**src/rtl/icu_pkg.sv**
```systemverilog
// ----------------------------------------------------------------------------
// icu_pkg
// Shared definitions for the wide_icu instruction control unit.
//   - 4-bit opcode constants (OP_*)
//   - state_t : two-state sequencer type (EXEC / SKIP)
// No ports; imported by icu_lu and wide_icu.
// ----------------------------------------------------------------------------
package icu_pkg;

    localparam logic [3:0] OP_NOPO = 4'h0;
    localparam logic [3:0] OP_LD   = 4'h1;
    localparam logic [3:0] OP_LDC  = 4'h2;
    localparam logic [3:0] OP_AND  = 4'h3;
    localparam logic [3:0] OP_ANDC = 4'h4;
    localparam logic [3:0] OP_OR   = 4'h5;
    localparam logic [3:0] OP_ORC  = 4'h6;
    localparam logic [3:0] OP_XNOR = 4'h7;
    localparam logic [3:0] OP_STO  = 4'h8;
    localparam logic [3:0] OP_STOC = 4'h9;
    localparam logic [3:0] OP_IEN  = 4'hA;
    localparam logic [3:0] OP_OEN  = 4'hB;
    localparam logic [3:0] OP_JMP  = 4'hC;
    localparam logic [3:0] OP_RTN  = 4'hD;
    localparam logic [3:0] OP_SKZ  = 4'hE;
    localparam logic [3:0] OP_NOPF = 4'hF;

    typedef enum logic {
        ST_EXEC = 1'b0,
        ST_SKIP = 1'b1
    } state_t;

endpackage

```
**src/rtl/icu_lu.sv**
```systemverilog
// ----------------------------------------------------------------------------
// icu_lu
// Combinational logic unit: computes the next result-register value from
// the opcode, the current result register and the effective operand.
// Opcodes that are not logic operations leave the register unchanged.
// Ports:
//   op      in  [3:0]        opcode
//   rr      in  [WIDTH-1:0]  current result register
//   d       in  [WIDTH-1:0]  effective (input-enable masked) operand
//   rr_next out [WIDTH-1:0]  next result register value
// ----------------------------------------------------------------------------
module icu_lu
    import icu_pkg::*;
#(
    parameter int WIDTH = 8
) (
    input  logic [3:0]       op,
    input  logic [WIDTH-1:0] rr,
    input  logic [WIDTH-1:0] d,
    output logic [WIDTH-1:0] rr_next
);

    always_comb begin
        rr_next = rr;
        case (op)
            OP_LD:   rr_next = d;
            OP_LDC:  rr_next = ~d;
            OP_AND:  rr_next = rr & d;
            OP_ANDC: rr_next = rr & ~d;
            OP_OR:   rr_next = rr | d;
            OP_ORC:  rr_next = rr | ~d;
            OP_XNOR: rr_next = ~(rr ^ d);
            default: rr_next = rr;
        endcase
    end

endmodule

```
**src/rtl/wide_icu.sv**
```systemverilog
// ----------------------------------------------------------------------------
// wide_icu
// WIDTH-bit one-bit-style industrial control unit. Every rising edge samples
// a 4-bit opcode; logic ops update the result register, STO/STOC emit a
// one-cycle store strobe, IEN/OEN load the enable registers, and JMP/RTN/
// NOPO/NOPF produce one-cycle pulses. RTN (and a taken SKZ) makes the next
// sampled opcode a no-op. All outputs are registered.
//
// Configuration macro: WIDE_ICU_SKZ_EN
//   defined   -> SKZ skips the next opcode when rr == 0
//   undefined -> opcode E behaves like NOPF (flagf pulse, never skips)
//
// Ports:
//   clk     in   clock, rising edge
//   rst     in   synchronous reset, active-low
//   I       in   [3:0] opcode
//   data    in   [WIDTH-1:0] operand word
//   write   out  one-cycle store strobe
//   result  out  [WIDTH-1:0] stored word (valid with write, held otherwise)
//   rr      out  [WIDTH-1:0] result register
//   ien     out  input-enable register
//   oen     out  output-enable register
//   jmp, rtn, flag0, flagf  out  one-cycle opcode pulses
// ----------------------------------------------------------------------------
module wide_icu
    import icu_pkg::*;
#(
    parameter int WIDTH   = 8,
    parameter bit RST_IEN = 1'b1,
    parameter bit RST_OEN = 1'b1
) (
    input  logic             clk,
    input  logic             rst,
    input  logic [3:0]       I,
    input  logic [WIDTH-1:0] data,
    output logic             write,
    output logic [WIDTH-1:0] result,
    output logic [WIDTH-1:0] rr,
    output logic             ien,
    output logic             oen,
    output logic             jmp,
    output logic             rtn,
    output logic             flag0,
    output logic             flagf
);

    state_t           state;
    state_t           state_next;
    logic             exec;
    logic             skz_taken;
    logic [WIDTH-1:0] d;
    logic [WIDTH-1:0] rr_next;

    assign exec = (state == ST_EXEC);
    assign d    = ien ? data : '0;

`ifdef WIDE_ICU_SKZ_EN
    assign skz_taken = (I == OP_SKZ) && (rr == '0);
`else
    assign skz_taken = 1'b0;
`endif

    icu_lu #(
        .WIDTH (WIDTH)
    ) u_lu (
        .op      (I),
        .rr      (rr),
        .d       (d),
        .rr_next (rr_next)
    );

    // Sequencer: a skip lasts exactly one sampled opcode.
    always_comb begin
        state_next = state;
        case (state)
            ST_EXEC: begin
                if ((I == OP_RTN) || skz_taken) begin
                    state_next = ST_SKIP;
                end
            end
            ST_SKIP: state_next = ST_EXEC;
            default: state_next = ST_EXEC;
        endcase
    end

    always_ff @(posedge clk) begin
        if (!rst) begin
            state <= ST_EXEC;
        end else begin
            state <= state_next;
        end
    end

    // Datapath and strobes; nothing changes while skipping.
    always_ff @(posedge clk) begin
        if (!rst) begin
            rr     <= '0;
            result <= '0;
            write  <= 1'b0;
            ien    <= RST_IEN;
            oen    <= RST_OEN;
            jmp    <= 1'b0;
            rtn    <= 1'b0;
            flag0  <= 1'b0;
            flagf  <= 1'b0;
        end else begin
            write <= 1'b0;
            jmp   <= 1'b0;
            rtn   <= 1'b0;
            flag0 <= 1'b0;
            flagf <= 1'b0;
            if (exec) begin
                rr <= rr_next;
                case (I)
                    OP_NOPO: flag0 <= 1'b1;
                    OP_STO: begin
                        if (oen) begin
                            write  <= 1'b1;
                            result <= rr;
                        end
                    end
                    OP_STOC: begin
                        if (oen) begin
                            write  <= 1'b1;
                            result <= ~rr;
                        end
                    end
                    // Enable loads use the raw data bit, not the masked operand.
                    OP_IEN:  ien <= data[0];
                    OP_OEN:  oen <= data[0];
                    OP_JMP:  jmp <= 1'b1;
                    OP_RTN:  rtn <= 1'b1;
`ifndef WIDE_ICU_SKZ_EN
                    OP_SKZ:  flagf <= 1'b1;
`endif
                    OP_NOPF: flagf <= 1'b1;
                    default: ;
                endcase
            end
        end
    end

endmodule

```
**config.mk**
```make
export PLATFORM = sky130hd
export DESIGN_NAME = wide_icu
export DESIGN_NICKNAME = d
export VERILOG_FILES = /design/src/rtl/icu_pkg.sv /design/src/rtl/icu_lu.sv /design/src/rtl/wide_icu.sv
export SDC_FILE = /design/constraint.sdc
export NUM_CORES = 1
export LEC_CHECK = 0
export ABC_AREA = 1
export BUFFER_PORTS_ARGS = -buffer_cell sky130_fd_sc_hd__buf_2
export CAP_MARGIN = 20
export CORE_AREA = 2 2 70 46
export CTS_CLUSTER_DIAMETER = 100
export DETAILED_ROUTE_END_ITERATION = 8
export DIE_AREA = 0 0 72 48
export GPL_TIMING_DRIVEN = 0
export PLACE_DENSITY = 0.84
export SYNTH_ARGS = -nofsm -noshare
export SYNTH_HDL_FRONTEND = slang
export SYNTH_SLANG_ARGS = --single-unit
```
**constraint.sdc**
```tcl
create_clock -name clk -period 1.3 [get_ports clk]
set_input_delay 0.13 -clock clk [delete_from_list [all_inputs] [get_ports clk]]
set_output_delay 0.13 -clock clk [all_outputs]
set_load 0.005 [all_outputs]
```
======== Yosys cells after proc, flatten, opt, wreduce, memory -nomap -nowiden ========
Cells that the tools add are included.
operators by class
  equal/unequal tests ..................... 17
  mux-type cells .......................... 11
  bitwise operators ....................... 11
  reduce and logical (&&, ||, !) cells .... 11
operators by type and width
  operator            number
  $pmux 8 s7          1
  $eq 4x4->1 const B  8
  $mux 8              3
  $not 8->8           3
  $and 8x8->8         2
  $eq 4x3->1 const B  4
  $or 8x8->8          2
  $pmux 8 s2          1
  $eq 4x2->1 const B  2
  $xor 8x8->8         1
  $reduce_bool 7->1   1
  $reduce_and 2->1    3
  $reduce_or 2->1     3
  $mux 1              5
  $eq 4x1->1 const B  1
  $logic_not 4->1     1
  $ne 2x2->1 const B  2
  $reduce_and 4->1    1
  $not 1->1           3
  $reduce_or 3->1     1
  $pmux 1 s2          1
  $reduce_bool 2->1   1
storage, ports and cells
  register bits after elaboration ......... 24
  input port bits ......................... 14
  output and inout port bits .............. 23

======== Longest topological paths before layout ========
Gate-level depths: netlist of the first run.
  word-level depth ........................ 4
  depth in mapped cells ................... 10

======== Cells and area by module ========
From an unflattened synthesis of the first run, not the netlist that was laid out.
unflattened totals
  cells, all modules ...................... 270
  area, all modules ....................... 1542.7 sq um
by module, submodules not included
  module    times used  cells an instance  area each (sq um)  seq. area each (sq um)
  wide_icu  1           166                1094.8             460.4
  icu_lu    1           104                447.9              0.0

======== Worst setup path before layout of the first run ========
Ideal clock, no wire load.
  path kind ............................... register to register
  start ................................... register, netlist name rtn
  end ..................................... register rr[6]
  arrival time ............................ 1.058 ns
  slack ................................... 0.127 ns
  cell stages (with the launch flop) ...... 8
  cells stage by stage .................... dfxtp_1 inv_1 nand2_1 a21oi_2 buf_2 nand2_1 nor2_1 nor2_1
RTL lines
  item                  line             source
  to (signal assigned)  wide_icu.sv:113  rr <= rr_next;
  to (decl)             wide_icu.sv:38   output logic [WIDTH-1:0] rr,

==> summary.md, run 1 <==
| Metric | Value |
|---|---|
| First-pass GRT wire length | `5620 um` |
| Layout fillers | `281` |
| Crit path cell chain | `nor3_4, nand3_4, inv_2, o21ai_1, nor2_1` |
| Cell taking the most area after synthesis | `dfxtp_1` |
| CP Capture Type | `flop` |
| Outcome | `finished, final reports clean` |
| Clk buf depth | `2` |
| Min Tclk post-route | `1170 ps` |
| Detail Route Antenna Nets | `0` |
| Post-Syn Nets | `243` |
| Worst path required time | `1510 ps` |
| RR Endpoint | `result[6]$_SDFFE_PN0P_` |
| Final setup fails | `0` |
| Post-synth EDFFs | `0` |
| Critical Path Source Type | `flop` |
| IO buf count | `35` |
| Netlist Area Pre-Place | `1400 um^2` |
| Worst-Skew Late Latency | `270 ps` |
| Final Hold Fails | `0` |
| Tot GR Track Use | `21.4%` |
| Critical-path top delay cell | `dfxtp_1` |
| Clk slew on worst S/H paths | `90 ps` |
| Max-slew headroom | `64.8%` |
| Synth unique cells | `18` |
| R2r worst-path depth | `5` |
| Worst slew pin tran | `around 530 ps` |
| Period utilisation layout | `90.4%` |
| DR iter-0 viols | `122` |
| Max-cap violations | `0` |
| Via count | `roughly 1,500` |
| Crit path DAT | `1380 ps` |
| Drt pass-1 iters | `4` |
| H-Tree Depth | `1` |
| Layout cell share with drive strength beyond 1 | `21.9%` |
| Die W | `72 um` |
| CTS root buf | `clkbuf_8` |
| Ys async rst share | `0%` |
| Core ar. | `between 2000 and 3000 um^2` |
| GP Congestion | `0.867` |
| Largest net degree at the start of global routing | `14` |
| Max Clk Rate | `0.851 GHz` |
| Clock tree sinks | `23` |
| Maximum net fanout on the critical path | `10` |
| IO Pins | `37` |
| Share of the synthesized area in the top cell type | `between 30% and 40%` |
| Detailed Place HPWL | `between 2000 and 3000 um` |
| Die extent in y | `48 um` |
| Most common cell in the netlist | `nand2_1` |
| FF-to-FF setup slack | `130 ps` |
| Initial Util | `between 50% and 60%` |
| Synth warn | `0` |
| Top FF cell, synth | `dfxtp_1` |
| Peak supply drop | `~0.80 mV` |
| Sequential area share after synthesis | `33.0%` |
| Synth top area cells | `dfxtp_1 33%, nand2_1 19%, nand3_1 10%` |
| Total Neg Setup Slack | `0 ps` |
| Hold buffer count at CTS | `0` |
| Yosys reg bits | `23` |
| WHS Path Cells | `2` |
| Rows | `15` |
| Ant. Diodes | `0` |
| Final wirelength | `3620 um` |
| Multi-input gate area | `827 um^2` |
| Residual DRC count | `0` |
| Static leakage | `between 0.9 and 1 nW` |
| Synth Instances | `229` |
| Pwr dens | `952 nW/um^2` |
| WHS Endpoint | `flag0$_SDFF_PP0_` |
| # nets final | `284` |
| Wire length per cell | `12.0 um` |
| Vias in the first global route | `1,214` |
| Die area | `3460 um^2` |
| WHS | `101 ps` |
| Critical path type | `reg2reg` |
| Synth top cells by count | `69 x nand2_1, 36 x nor2_1, 28 x nand3_1, 23 x dfxtp_1, 18 x inv_1` |
| Critical path's largest stage delay | `350 ps` |
| Post-DR vias/cell | `5.07` |
| Worst hold start | `I[3]` |
| Initial antenna violation count | `0` |
| RR Startpoint | `rtn$_SDFF_PP0_` |
| Total congestion overflow | `0` |
| TritonCTS Buffers | `3` |
| Min-Delay Path Class | `in2reg` |
| Mapped Avg Cell Area | `6.10 um^2` |
| Final Max Tran Viols | `0` |
| Clock skew | `1.02 ps` |
| CTS tree | `yes` |
| Register area | `462 um^2` |
| Area grow syn2layout | `21.5%` |
==> power breakdown <==
group          internal [mW]  total [mW]  switching (mW)
logic                  0.143       0.369           0.226
clock network          0.215       0.460           0.245
registers              0.745       0.787          0.0424
==> kinds of logic (layout without fill, tap and decap cells) <==
group                     after synthesis  after routing  synth area share [%]
AOI/OAI and AO/OA                      17             17                  6.36
xor gates and xnor gates                8              8                  5.02
buffers and inverters                  32             72                  9.05
DFF                                    23             23                  33.0
and+or+nand+nor                       149            149                  46.6
==> cell type report <==
type                       instances  share of cell area, %
multi-input combinational        174                   48.7
inverter                          24                   5.31
clock buffer                       3                   2.43
sequential                        23                   27.2
clock inverter                     1                  0.295
buffer                             7                   2.29
tap                               34                   2.51
timing repair buffer              37                   11.2
==> metal layers <==
layer / vias to the layer above / GRT usage, % / share of wire (%)
met5: - / 0 / 0
met4: 0 / 3.40 / 0.83
met3: 6 / 5.68 / 11
met2: 79 / 33.1 / 41
met1: 643 / 30.6 / 48
li1: 808 / - / -
==> sequential cells by signal, indices dropped and copies added, names as in the netlist <==
| name | cells |
|---|---|
| rtn | 1 |
| rr | 8 |
| write | 1 |
| result | 8 |
| flag0 | 1 |
| jmp | 1 |
| ien | 1 |
| flagf | 1 |
| oen | 1 |
==> through the flow <==
step           power [mW]  worst slack, ps  instances  cell area [um^2]  utilization [%]
2_1_floorplan        1.03              127        229              1400                -
6_report             1.62              125        303              1700             61.5
5_1_grt              1.71            -15.0        303              1700             61.5
3_3_place_gp         1.14             -123        298              1610             58.5
3_5_place_dp         1.15             -143        298              1610             58.5
4_1_cts              1.61             4.03        301              1670             60.5
==> critical path: cells and delay by family (launching register included) <==
kind	cells	cell delay (ps)
flops	1	350
compound gates	1	70
buf+inv	1	160
simple gates	3	530
==> what timing repair did <==
action,in CTS,in global routing
gates resized for setup,3,3
pin swaps,0,2
setup buffers,0,2
endpoints found under the hold margin,0,0
endpoints found under the setup margin,8,16
==> cells in the final DEF, fill, tap and decap left out, types with 2 or more instances in the layout <==
master,netlist,final
buf_2,5,39
buf_4,0,2
clkbuf_1,3,2
clkbuf_8,0,3
dfxtp_1,23,22
inv_1,18,18
inv_2,6,6
nand2_1,69,69
nand3_1,28,28
nand4_1,8,8
nor2_1,36,35
nor2_2,1,2
nor3_1,3,3
o21ai_1,16,16
xor2_1,8,8
==> worst max-delay path by stage <==
stage                   start                endpoint  depth (start not counted)
2_1_floorplan  rtn$_SDFF_PP0_      rr[6]$_SDFFE_PN0P_                          7
3_3_place_gp             I[0]      rr[4]$_SDFFE_PN0P_                          6
3_5_place_dp             I[1]      rr[5]$_SDFFE_PN0P_                          9
4_1_cts        rtn$_SDFF_PP0_  result[6]$_SDFFE_PN0P_                          5
5_1_grt        rtn$_SDFF_PP0_  result[6]$_SDFFE_PN0P_                          5
6_report       rtn$_SDFF_PP0_  result[6]$_SDFFE_PN0P_                          5
Power figures use the tool's default switching activity.
==> inputs of run 2 (changes only) <==
--- a/config.mk
+++ b/config.mk
@@ -8,12 +8,15 @@
 export ABC_AREA = 1
 export BUFFER_PORTS_ARGS = -buffer_cell sky130_fd_sc_hd__buf_2
 export CAP_MARGIN = 20
-export CORE_AREA = 2 2 70 46
+export CORE_AREA = 2 2 69 45
+export CTS_BUF_LIST = sky130_fd_sc_hd__clkbuf_8
 export CTS_CLUSTER_DIAMETER = 100
 export DETAILED_ROUTE_END_ITERATION = 8
-export DIE_AREA = 0 0 72 48
+export DIE_AREA = 0 0 71 47
 export GPL_TIMING_DRIVEN = 0
-export PLACE_DENSITY = 0.84
+export PLACE_DENSITY = 0.87
+export REMOVE_ABC_BUFFERS = 1
 export SYNTH_ARGS = -nofsm -noshare
 export SYNTH_HDL_FRONTEND = slang
 export SYNTH_SLANG_ARGS = --single-unit
+export TNS_END_PERCENT = 5
==> summary.md, run 2 (synthesized netlist as in run 1, its figures left out) <==
| Metric | Value |
|---|---|
| Static leakage | `approximately 0.90 nW` |
| Final Hold Fails | `0` |
| Most common cell after layout, fill and taps aside | `nand2_1` |
| RSZ-0062 raised after global routing | `false` |
| Post-DR vias/cell | `5.15` |
| Multi-input gate area | `between 800 and 900 um^2` |
| Die W | `71 um` |
| Core ar. | `2720 um^2` |
| Initial antenna violation count | `0` |
| Core Util, Final | `61.7%` |
| Min-Delay Path Class | `in2reg` |
| Peak supply drop | `0.533 mV` |
| Final wirelength | `3450 um` |
| Max-slew headroom | `~63%` |
| # nets final | `roughly 280` |
| Placed cell areas | `1580 um^2` |
| Switch Pwr | `0.498 mW` |
| Clock skew | `roughly 3.0 ps` |
| WHS Endpoint | `flag0$_SDFF_PP0_` |
| Initial Util | `51.3%` |
| Pint | `around 1.1 mW` |
| Tot GR Track Use | `between 20% and 30%` |
| Via count | `1,531` |
| RR Startpoint | `rtn$_SDFF_PP0_` |
| IO buf count | `36` |
| Total Neg Setup Slack | `0 ps` |
| Drt pass-1 iters | `4` |
| CTS root buf | `clkbuf_8` |
| Clock tree sinks | `23` |
| Clk buf depth | `2` |
| DR iter-0 viols | `110` |
| RR Endpoint | `result[1]$_SDFFE_PN0P_` |
| Period utilisation layout | `90.4%` |
| Worst-Skew Late Latency | `270 ps` |
| Critical path type | `reg2reg` |
| Clk slew on worst S/H paths | `80 ps` |
| GP Congestion | `around 0.87` |
| R2r worst-path depth | `5` |
| CTS tree | `yes` |
| Comb pwr share | `22.6%` |
| Detail Route Antenna Nets | `0` |
| Seq pwr share | `49.3%` |
| Largest net degree at the start of global routing | `21` |
| Outcome | `finished, final reports clean` |
| H-Tree Depth | `1` |
| CP Capture Type | `flop` |
| Crit path DAT | `between 1000 and 1500 ps` |
| Worst hold start | `I[3]` |
| WHS Path Cells | `2` |
| Final Max Tran Viols | `0` |
| Hold buffer count at CTS | `0` |
| Critical Path Source Type | `flop` |
| Wire length per cell | `11.6 um` |
| Max Clk Rate | `0.851 GHz` |
| Worst path required time | `between 1500 and 2000 ps` |
| Detailed Place HPWL | `2510 um` |
| Part of the power in the clock network | `28.0%` |
| Most frequent cells in the layout | `69 x nand2_1, 36 x buf_2, 35 x nor2_1, 28 x nand3_1, 22 x dfxtp_1` |
| Vias in the first global route | `approximately 1,200` |
| Layout cell share with drive strength beyond 1 | `20.5%` |
| Residual DRC count | `0` |
| Max-cap violations | `0` |
| IO Pins | `37` |
| Ant. Diodes | `0` |
| Worst slew pin tran | `557 ps` |
| FF-to-FF setup slack | `130 ps` |
| Final setup fails | `0` |
| TritonCTS Buffers | `3` |
| Die area | `3340 um^2` |
| Register area | `~460 um^2` |
| Pwr dens | `948 nW/um^2` |
| Maximum net fanout on the critical path | `10` |
| Rows | `15` |
| Final instance area | `1680 um^2` |
| Area grow syn2layout | `20.3%` |
| Layout fillers | `262` |
| Switch share | `31.3%` |
| Regs by FF count | `result x8, rr x8` |
| Min Tclk post-route | `1170 ps` |
| Total congestion overflow | `0` |
| Die extent in y | `47 um` |
| First-pass GRT wire length | `5600 um` |
run 2: changes by cell type in the layout (fill, tap and decap cells not counted), sizes merged:
cell / before / now
inv: 24 / 25
clkbuf: 5 / 3
clkinv: 1 / 0
buf: 42 / 38
run 2: area by class of cell:
type | instances | share of cell area, %
multi-input cells | 174 | 49.3
flip-flops and latches | 23 | 27.5
repair buffers | 38 | 12.4
inverters | 24 | 5.66
well taps | 34 | 2.53
clock buffers | 3 | 2.46
clock inverters | 1 | 0.224
run 2: per-layer routing:
metal	up-vias	share of wire, %	GRT usage, %
li1	811	-	-
met1	670	51	31.1
met2	50	42	33.6
met3	0	7.0	5.36
met4	0	0	2.64
met5	-	0	0
run 2: worst max-delay path, cell delays in order, from the launching register on:
cell	delay (ps)
dfxtp_1	350
nor3_4	280
nand3_4	190
inv_6	130
o21ai_1	60
nor2_1	100
run 2: worst max path at each step:
stage | from | endpoint | slack (ps) | depth (start not counted)
finish | rtn$_SDFF_PP0_ | result[1]$_SDFFE_PN0P_ | 130 | 5
global placement | I[0] | rr[5]$_SDFFE_PN0P_ | -250 | 6
global route | rtn$_SDFF_PP0_ | result[1]$_SDFFE_PN0P_ | 6 | 5
CTS | rtn$_SDFF_PP0_ | result[1]$_SDFFE_PN0P_ | 20 | 5
detailed placement | I[0] | rr[6]$_SDFFE_PN0P_ | -260 | 6
floorplan | rtn$_SDFF_PP0_ | rr[0]$_SDFFE_PN0P_ | 110 | 6
run 2: power by group through the flow:
| stage | Clock [mW] | Combinational, mW | Sequential, mW |
|---|---|---|---|
| floorplan | 0 | 0.212 | 0.797 |
| global route | 0.482 | 0.409 | 0.791 |
| CTS | 0.453 | 0.344 | 0.784 |
| global placement | 0 | 0.332 | 0.799 |
| detailed placement | 0 | 0.339 | 0.800 |
| finish | 0.447 | 0.360 | 0.786 |
run 2: what timing repair did:
action / in CTS / in global routing
gates cloned: 0 / 0
pin swaps: 0 / 2
buffers inserted: 0 / 2
gates resized for setup: 1 / 5
setup endpoints to repair: 8 / 16
run 2: through the flow:
| stage | cells | setup WS [ps] | power [mW] | hold WS, ps |
|---|---|---|---|---|
| after floorplan | 221 | 114 | 1.01 | 205 |
| after global placement | 291 | -249 | 1.13 | 391 |
| after detailed placement | 291 | -257 | 1.14 | 392 |
| after CTS | 295 | 16.0 | 1.58 | 109 |
| after global routing | 297 | 6.30 | 1.68 | 112 |
| final | 297 | 125 | 1.59 | 116 |
